==> src/rtl/fos_iir_tdm.sv <==
// First-order IIR section, time-multiplexed over NCH channels.
// Each accepted sample produces y[n] = x[n-1] - ((a1 * y[n-1]) >>> FRAC)
// for the channel it belongs to, registered one cycle later.
module fos_iir_tdm #(
  parameter  int WIDTH = 32,
  parameter  int FRAC  = 30,
  parameter  int NCH   = 4,
  parameter  int SAT   = 1,
  localparam int CW    = (NCH > 1) ? $clog2(NCH) : 1
) (
  input  logic             clk,
  input  logic             reset,
  input  logic             clear,
  input  logic             in_valid,
  output logic             in_ready,
  input  logic [WIDTH-1:0] x_in,
  output logic             out_valid,
  input  logic             out_ready,
  output logic [WIDTH-1:0] y_out,
  output logic [CW-1:0]    out_ch,
  input  logic             coef_we,
  input  logic [CW-1:0]    coef_ch,
  input  logic [WIDTH-1:0] coef_data,
  output logic             ovf
);

  // Per-channel history and coefficient storage
  logic signed [WIDTH-1:0] r_x_prev [NCH];
  logic signed [WIDTH-1:0] r_y_prev [NCH];
  logic signed [WIDTH-1:0] r_a1     [NCH];

  logic [CW-1:0]    r_ptr;
  logic             r_out_valid;
  logic [WIDTH-1:0] r_y_out;
  logic [CW-1:0]    r_out_ch;
  logic             r_ovf;

  logic                      w_in_ready;
  logic                      w_accept;
  logic                      w_coef_ok;
  logic [CW-1:0]             w_ptr_next;
  logic signed [WIDTH-1:0]   w_xp;
  logic signed [WIDTH-1:0]   w_yp;
  logic signed [WIDTH-1:0]   w_a1;
  logic signed [2*WIDTH-1:0] w_prod;
  logic signed [WIDTH:0]     w_shift;
  logic signed [WIDTH:0]     w_diff;
  logic                      w_over;
  logic [WIDTH-1:0]          w_result;

  assign w_in_ready = !r_out_valid || out_ready;
  // clear overrides acceptance even though in_ready may be high
  assign w_accept   = in_valid && w_in_ready && !clear;
  assign w_coef_ok  = (32'(coef_ch) < 32'(NCH));
  assign w_ptr_next = (r_ptr == CW'(NCH - 1)) ? '0 : r_ptr + 1'b1;

  assign w_xp    = r_x_prev[r_ptr];
  assign w_yp    = r_y_prev[r_ptr];
  assign w_a1    = r_a1[r_ptr];
  assign w_prod  = w_a1 * w_yp;
  assign w_shift = (WIDTH+1)'(w_prod >>> FRAC);
  assign w_diff  = {w_xp[WIDTH-1], w_xp} - w_shift;
  assign w_over  = w_diff[WIDTH] ^ w_diff[WIDTH-1];

  // Clamp to the WIDTH range in saturating mode, otherwise keep the low bits
  always_comb begin
    w_result = w_diff[WIDTH-1:0];
    if ((SAT != 0) && w_over) begin
      w_result = w_diff[WIDTH] ? {1'b1, {(WIDTH-1){1'b0}}}
                               : {1'b0, {(WIDTH-1){1'b1}}};
    end
  end

  // Channel history update and coefficient writes
  always_ff @(posedge clk) begin
    if (reset) begin
      for (int unsigned i = 0; i < NCH; i++) begin
        r_x_prev[i] <= '0;
        r_y_prev[i] <= '0;
        r_a1[i]     <= '0;
      end
    end else begin
      if (clear) begin
        for (int unsigned i = 0; i < NCH; i++) begin
          r_x_prev[i] <= '0;
          r_y_prev[i] <= '0;
        end
      end else if (w_accept) begin
        r_x_prev[r_ptr] <= x_in;
        r_y_prev[r_ptr] <= w_result;
      end
      // A same-cycle write to the active channel lands after w_a1 was used
      if (coef_we && w_coef_ok) begin
        r_a1[coef_ch] <= coef_data;
      end
    end
  end

  // Channel pointer, output register and sticky overflow
  always_ff @(posedge clk) begin
    if (reset) begin
      r_ptr       <= '0;
      r_out_valid <= 1'b0;
      r_y_out     <= '0;
      r_out_ch    <= '0;
      r_ovf       <= 1'b0;
    end else if (clear) begin
      r_ptr       <= '0;
      r_out_valid <= 1'b0;
      r_ovf       <= 1'b0;
    end else if (w_accept) begin
      r_ptr       <= w_ptr_next;
      r_out_valid <= 1'b1;
      r_y_out     <= w_result;
      r_out_ch    <= r_ptr;
      if (w_over) begin
        r_ovf <= 1'b1;
      end
    end else if (out_ready) begin
      r_out_valid <= 1'b0;
    end
  end

  assign in_ready  = w_in_ready;
  assign out_valid = r_out_valid;
  assign y_out     = r_y_out;
  assign out_ch    = r_out_ch;
  assign ovf       = r_ovf;

endmodule

==> config.mk <==
export PLATFORM = sky130hd
export DESIGN_NAME = fos_iir_tdm
export DESIGN_NICKNAME = d
export VERILOG_FILES = /design/src/rtl/fos_iir_tdm.sv
export SDC_FILE = /design/constraint.sdc
export NUM_CORES = 2
export LEC_CHECK = 0
export ABC_AREA = 1
export BUFFER_PORTS_ARGS = -buffer_cell sky130_fd_sc_hd__buf_2
export CAP_MARGIN = 5
export CORE_ASPECT_RATIO = 1.5
export CORE_MARGIN = 2
export CORE_UTILIZATION = 30
export CTS_CLUSTER_SIZE = 8
export DETAILED_ROUTE_END_ITERATION = 7
export GPL_ROUTABILITY_DRIVEN = 0
export GPL_TIMING_DRIVEN = 1
export PLACE_DENSITY_LB_ADDON = 0.2
export SLEW_MARGIN = 20
export SYNTH_ARGS = -nofsm -noshare
export SYNTH_HDL_FRONTEND = slang
export SYNTH_SLANG_ARGS = --single-unit
==> constraint.sdc <==
create_clock -name clk -period 32.6 [get_ports clk]
set_clock_uncertainty 0.2 [all_clocks]
set_input_delay 3.26 -clock clk [delete_from_list [all_inputs] [get_ports clk]]
set_output_delay 3.26 -clock clk [all_outputs]
set_load 0.02 [all_outputs]
======== Yosys cells after proc, flatten, opt, wreduce, memory -nomap -nowiden ========
Memory sizes are Yosys's and may differ from the RTL's. A register that Yosys moved wholly into a read port is not among the register bits.
Cells that the tools add are included.
cells by class
  add/sub/neg operators ................... 2
  $mul .................................... 1
  equality and inequality tests ........... 1
  mux-type cells .......................... 40
  bitwise logic cells ..................... 10
  reduce and logical (&&, ||, !) cells .... 12
operators by type and width
  operator                                      number
  two-way mux 32 bit                            13
  OR reduction 32 bit                           3
  multiplier 32 x 32 -> 63 bit                  1
  subtractor 33 bit                             1
  two-way mux 2 bit                             10
  two-way mux 1 bit                             17
  OR 1 bit                                      8
  AND reduction 2 bit                           2
  adder 2 x 1 -> 2 bit (second input constant)  1
  == test 2 bit (second input constant)         1
  logical AND 1 bit                             2
  logical NOT 1 bit                             2
  nonzero test 2 bit                            1
  OR reduction 2 bit                            1
  logical OR 1 bit                              1
  inverter 1 bit                                1
  bitwise XOR 1 bit                             1
word-level totals
  register bits after elaboration ......... 38
  RAM bits ................................ 384
  bits of input ports ..................... 72
  output and inout port bits .............. 37
  word-level logic and storage cells ...... 74
  memories ................................ 3
memory list
  name      depth  width  rd ports  clocked after Yosys merged registers in  wr ports  RTL line  source
  r_a1      4      32     1         1                                        4         30        logic signed [WIDTH-1:0] r_a1 [NCH];
  r_x_prev  4      32     1         1                                        4         28        logic signed [WIDTH-1:0] r_x_prev [NCH];
  r_y_prev  4      32     1         1                                        4         29        logic signed [WIDTH-1:0] r_y_prev [NCH];

======== Depth between registers and ports, before layout ========
  depth after elaboration ................. 10
  mapped depth ............................ 57
  mapped depth without buffers ............ 51

======== Least setup slack after synthesis ========
No wires, ideal clock.
  path kind ............................... flip-flop to flip-flop
  start ................................... reg (tool-made name)
  end ..................................... mem r_y_prev[0][28], data pin
  library setup time ...................... 0.266 ns
  data arrival time ....................... 10.031 ns
  required time ........................... 32.134 ns
  path slack .............................. 22.103 ns
  stages on the path, launching flop included .. 46
  buffers on the path ..................... 4
  period minus slack after synthesis ...... 10.497 ns
  cell sequence ........................... dfxtp_1 inv_2 buf_2 clkbuf_1 a21oi_1 a32oi_1 clkinv_1 clkbuf_1 nor2_1 fa_1 fa_1 fa_1 fa_1 inv_1 fa_1 inv_1 fa_1 inv_1 [10 not listed] nand2_1 nand2_1 nand2_1 ha_1 inv_1 nor3_1 nand2_1 o21ai_0 a21oi_1 nand3_1 nand2_1 nand2_2 nand3_2 buf_4 nand2_1 nand2_1 inv_2 nor2_1
RTL lines
  element           RTL line
  end: declaration  29

==> impl_metrics.py <==
metrics = {
    "detailed_routing": {
        "route.top_layer_used": "met4",
        "drtIter0Drc": 2474,
        "detail_route.wirelength.met1_um": 73200,
        "dr_wl_met2_um": 108000,
        "avgRoutedWirePerCell_um": 23.3,
        "vias": 42600,
        "drt-pass1-iter-count": 6,
        "dr_wl_met3_um": 7860,
        "detail_route.vias_per_cell": 4.93,
        "drcViolationCount": 0,
        "detail_route.wirelength_um": 202000,
        "final_antenna_net_count": 0,
    },
    "worst_setup_path": {
        "highest_cell_delay_on_the_worst_timing_path_ps": 990,
        "criticalPathCategory": "reg2reg",
        "path_max_fanout": 99,
        "worst-r2r-setup-slack_ps": 18360,
        "crit_required_ps": 32730,
        "cp.arrival_ps": 14370,
        "cpMaxStageDelayCell": "sky130_fd_sc_hd__fa_1",
        "worst_setup_path_end_kind": "register",
        "startpoint_types": "register",
        "rr_worst_depth": 43,
        "r2r_end": "r_y_prev[0][4]",
        "cp_common_cell": "sky130_fd_sc_hd__fa_1",
    },
    "die": {
        "dieHeight_um": 529,
        "starting_density": 0.302,
        "num_rows": 192,
        "die_x_um": 354,
        "io_pins": 109,
        "fp.dieArea_um2": 187000,
        "core_um2": 183000,
    },
    "clock_network": {
        "cts.sinks": 424,
        "postCtsSetupBuffers": 0,
        "cts.clk_slew.worst_paths_ps": 60,
        "insertion_delay_ps": 640,
        "cts_root_buf": "sky130_fd_sc_hd__clkbuf_16",
        "cts_hold_buffers": 0,
        "cts.path.max_buffers": 3,
        "cts-buffers-inserted": 59,
        "tritoncts": "done",
        "postCtsResizedCells": 0,
        "cts_max_level": 2,
    },
    "logic_synthesis": {
        "synth_edf_count": 384,
        "synthMostInstantiatedCell": "sky130_fd_sc_hd__inv_1",
        "netlist.top_cell.by_area": "sky130_fd_sc_hd__fa_1",
        "postSynthNetCount": 7531,
        "synthTopCellsByCount": "sky130_fd_sc_hd__inv_1, sky130_fd_sc_hd__nand2_1, sky130_fd_sc_hd__fa_1",
        "synth-async-reset-ratio": 0,
        "ys_seq_area_frac": 0.224,
        "post_synth_design_cell_area_um2": 55100,
        "avgSynthCellArea_um2": 8.93,
        "netlist-cell-type-count": 50,
        "ys_seq_elements": 424,
        "synth.top_cell.area_share": 0.390,
        "synthesis_warning_total": 0,
        "top_area_cells_in_the_synthesized_netlist": "sky130_fd_sc_hd__fa_1, sky130_fd_sc_hd__edfxtp_1, sky130_fd_sc_hd__inv_1",
        "synth_ff_type": "sky130_fd_sc_hd__edfxtp_1",
        "synthesis.instances": 6172,
    },
    "final_layout": {
        "nets": 7526,
        "drive_gt1_frac": 0.0576,
        "filler_cell_count": 19300,
        "final_util": 0.331,
        "layout-area-overhead-vs-synth_pct": 9.64,
    },
    "hold_path": {
        "worstHoldEndpoint": "ovf",
        "hold_class": "reg2reg",
        "number_of_cells_traversed_by_the_worst_hold_path": 2,
        "hp-start": "ovf",
    },
    "run": {
        "max-cap-violations": 0,
    },
    "sta": {
        "worst_hold_margin_ps": 260,
        "worst_slew_pin_slew_ps": 1180,
        "rsz0062_at_grt": "no",
        "setup_tns_ps": 0,
        "final.period_utilization": 0.437,
        "timing.max_slew.rel_slack": 0.215,
        "slew_violations": 0,
        "clock.fmax_mhz": 70.2,
        "finalHoldViolations": 0,
        "timing.final.crit_period_ps": 14240,
        "finalSetupViolCount": 0,
    },
    "global_route": {
        "grt.total_usage": 0.216,
        "largest_net_degree_at_the_start_of_global_routing": 100,
        "via_count_of_the_first_global_routing_pass": 46000,
        "first_pass_grt_wire_length_um": 299000,
        "grt_antenna_before_repair": 3,
        "globalRouteOverflowTotal": 0,
    },
    "placed_design": {
        "buffer_ports.inserted": 108,
        "hpwl_um": 154000,
    },
    "run_status": {
        "run_status": "finished clean",
    },
}
[kinds of logic after synthesis]
group | synth area share
fa+ha+maj | 0.438
compound gates | 0.0617
flops | 0.224
buf+inv | 0.108
simple gates | 0.159
xor+xnor | 0.00874
[flip-flops by register name (all words and copies together), names as in the netlist, named ones only]
register   cells
r_y_prev     128
r_ptr          2
r_a1         128
y_out         32
out_valid      1
out_ch         2
r_x_prev     128
ovf            1
[critical path, delay by kind of cell (launching register included)]
family | cells | cell delay (ps)
buffers and inverters | 13 | 3910
DFF | 1 | 300
xor gates and xnor gates | 1 | 230
AOI/OAI and AO/OA | 12 | 2360
adders and majority gates | 10 | 5570
and+or+nand+nor | 7 | 1070
[layout by cell type, fill, tap and decap left out, drive strengths merged, types with 5 or more instances in the layout]
| cell type | instances |
|---|---|
| a31oi | 14 |
| a21boi | 6 |
| nor2 | 998 |
| fa | 1073 |
| o21a | 14 |
| a21oi | 302 |
| o21bai | 8 |
| nand4 | 12 |
| clkbuf | 108 |
| a21o | 5 |
| a32oi | 56 |
| buf | 219 |
| dfxtp | 40 |
| clkinv | 25 |
| xnor2 | 26 |
| o22ai | 30 |
| xor2 | 29 |
| ha | 214 |
| nand2 | 1086 |
| edfxtp | 384 |
| nand3 | 95 |
| inv | 1246 |
| nor4 | 5 |
| nor3 | 52 |
| o21ai | 141 |
[area by class of cell]
| type | instances | area [µm²] | share of cell area |
|---|---|---|---|
| tap | 2425 | 3030 | 0.0502 |
| antenna | 2 | 5.00 | 0.0000828 |
| clock inverter | 3 | 51.3 | 0.000849 |
| sequential | 424 | 12300 | 0.204 |
| clock buffer | 108 | 1680 | 0.0278 |
| timing repair buffer | 219 | 1420 | 0.0235 |
| inverter | 1268 | 4770 | 0.0789 |
| multi-input combinational | 4195 | 37100 | 0.614 |
[through the flow]
stage                     cells  setup WS, ps  area [µm²]
after floorplan            6172         22100       55100
after global placement     8528         17990       58600
after detailed placement   8530         18450       58700
after CTS                  8641         18350       60400
after global routing       8643         17340       60400
final                      8644         18360       60400
[routing by layer]
metal,vias up,global-route usage
met5,-,0
met4,0,0.121
met3,446,0.0180
met2,1297,0.405
met1,22200,0.238
li1,18600,-
[worst max path at each step]
stage | slack [ps] | end | depth (start not counted) | start
final | 18360 | r_y_prev[0][4] | 43 | register
after global routing | 17340 | r_y_prev[1][8] | 43 | register
after CTS | 18350 | r_y_prev[2][14] | 43 | register
after detailed placement | 18450 | r_y_prev[0][24] | 43 | register
after global placement | 17990 | r_y_prev[3][25] | 40 | register
after floorplan | 22100 | r_y_prev[0][28] | 45 | register
Power is not shown: default switching activity piles up to over one toggle a cycle in this logic, so the estimate is an artifact.
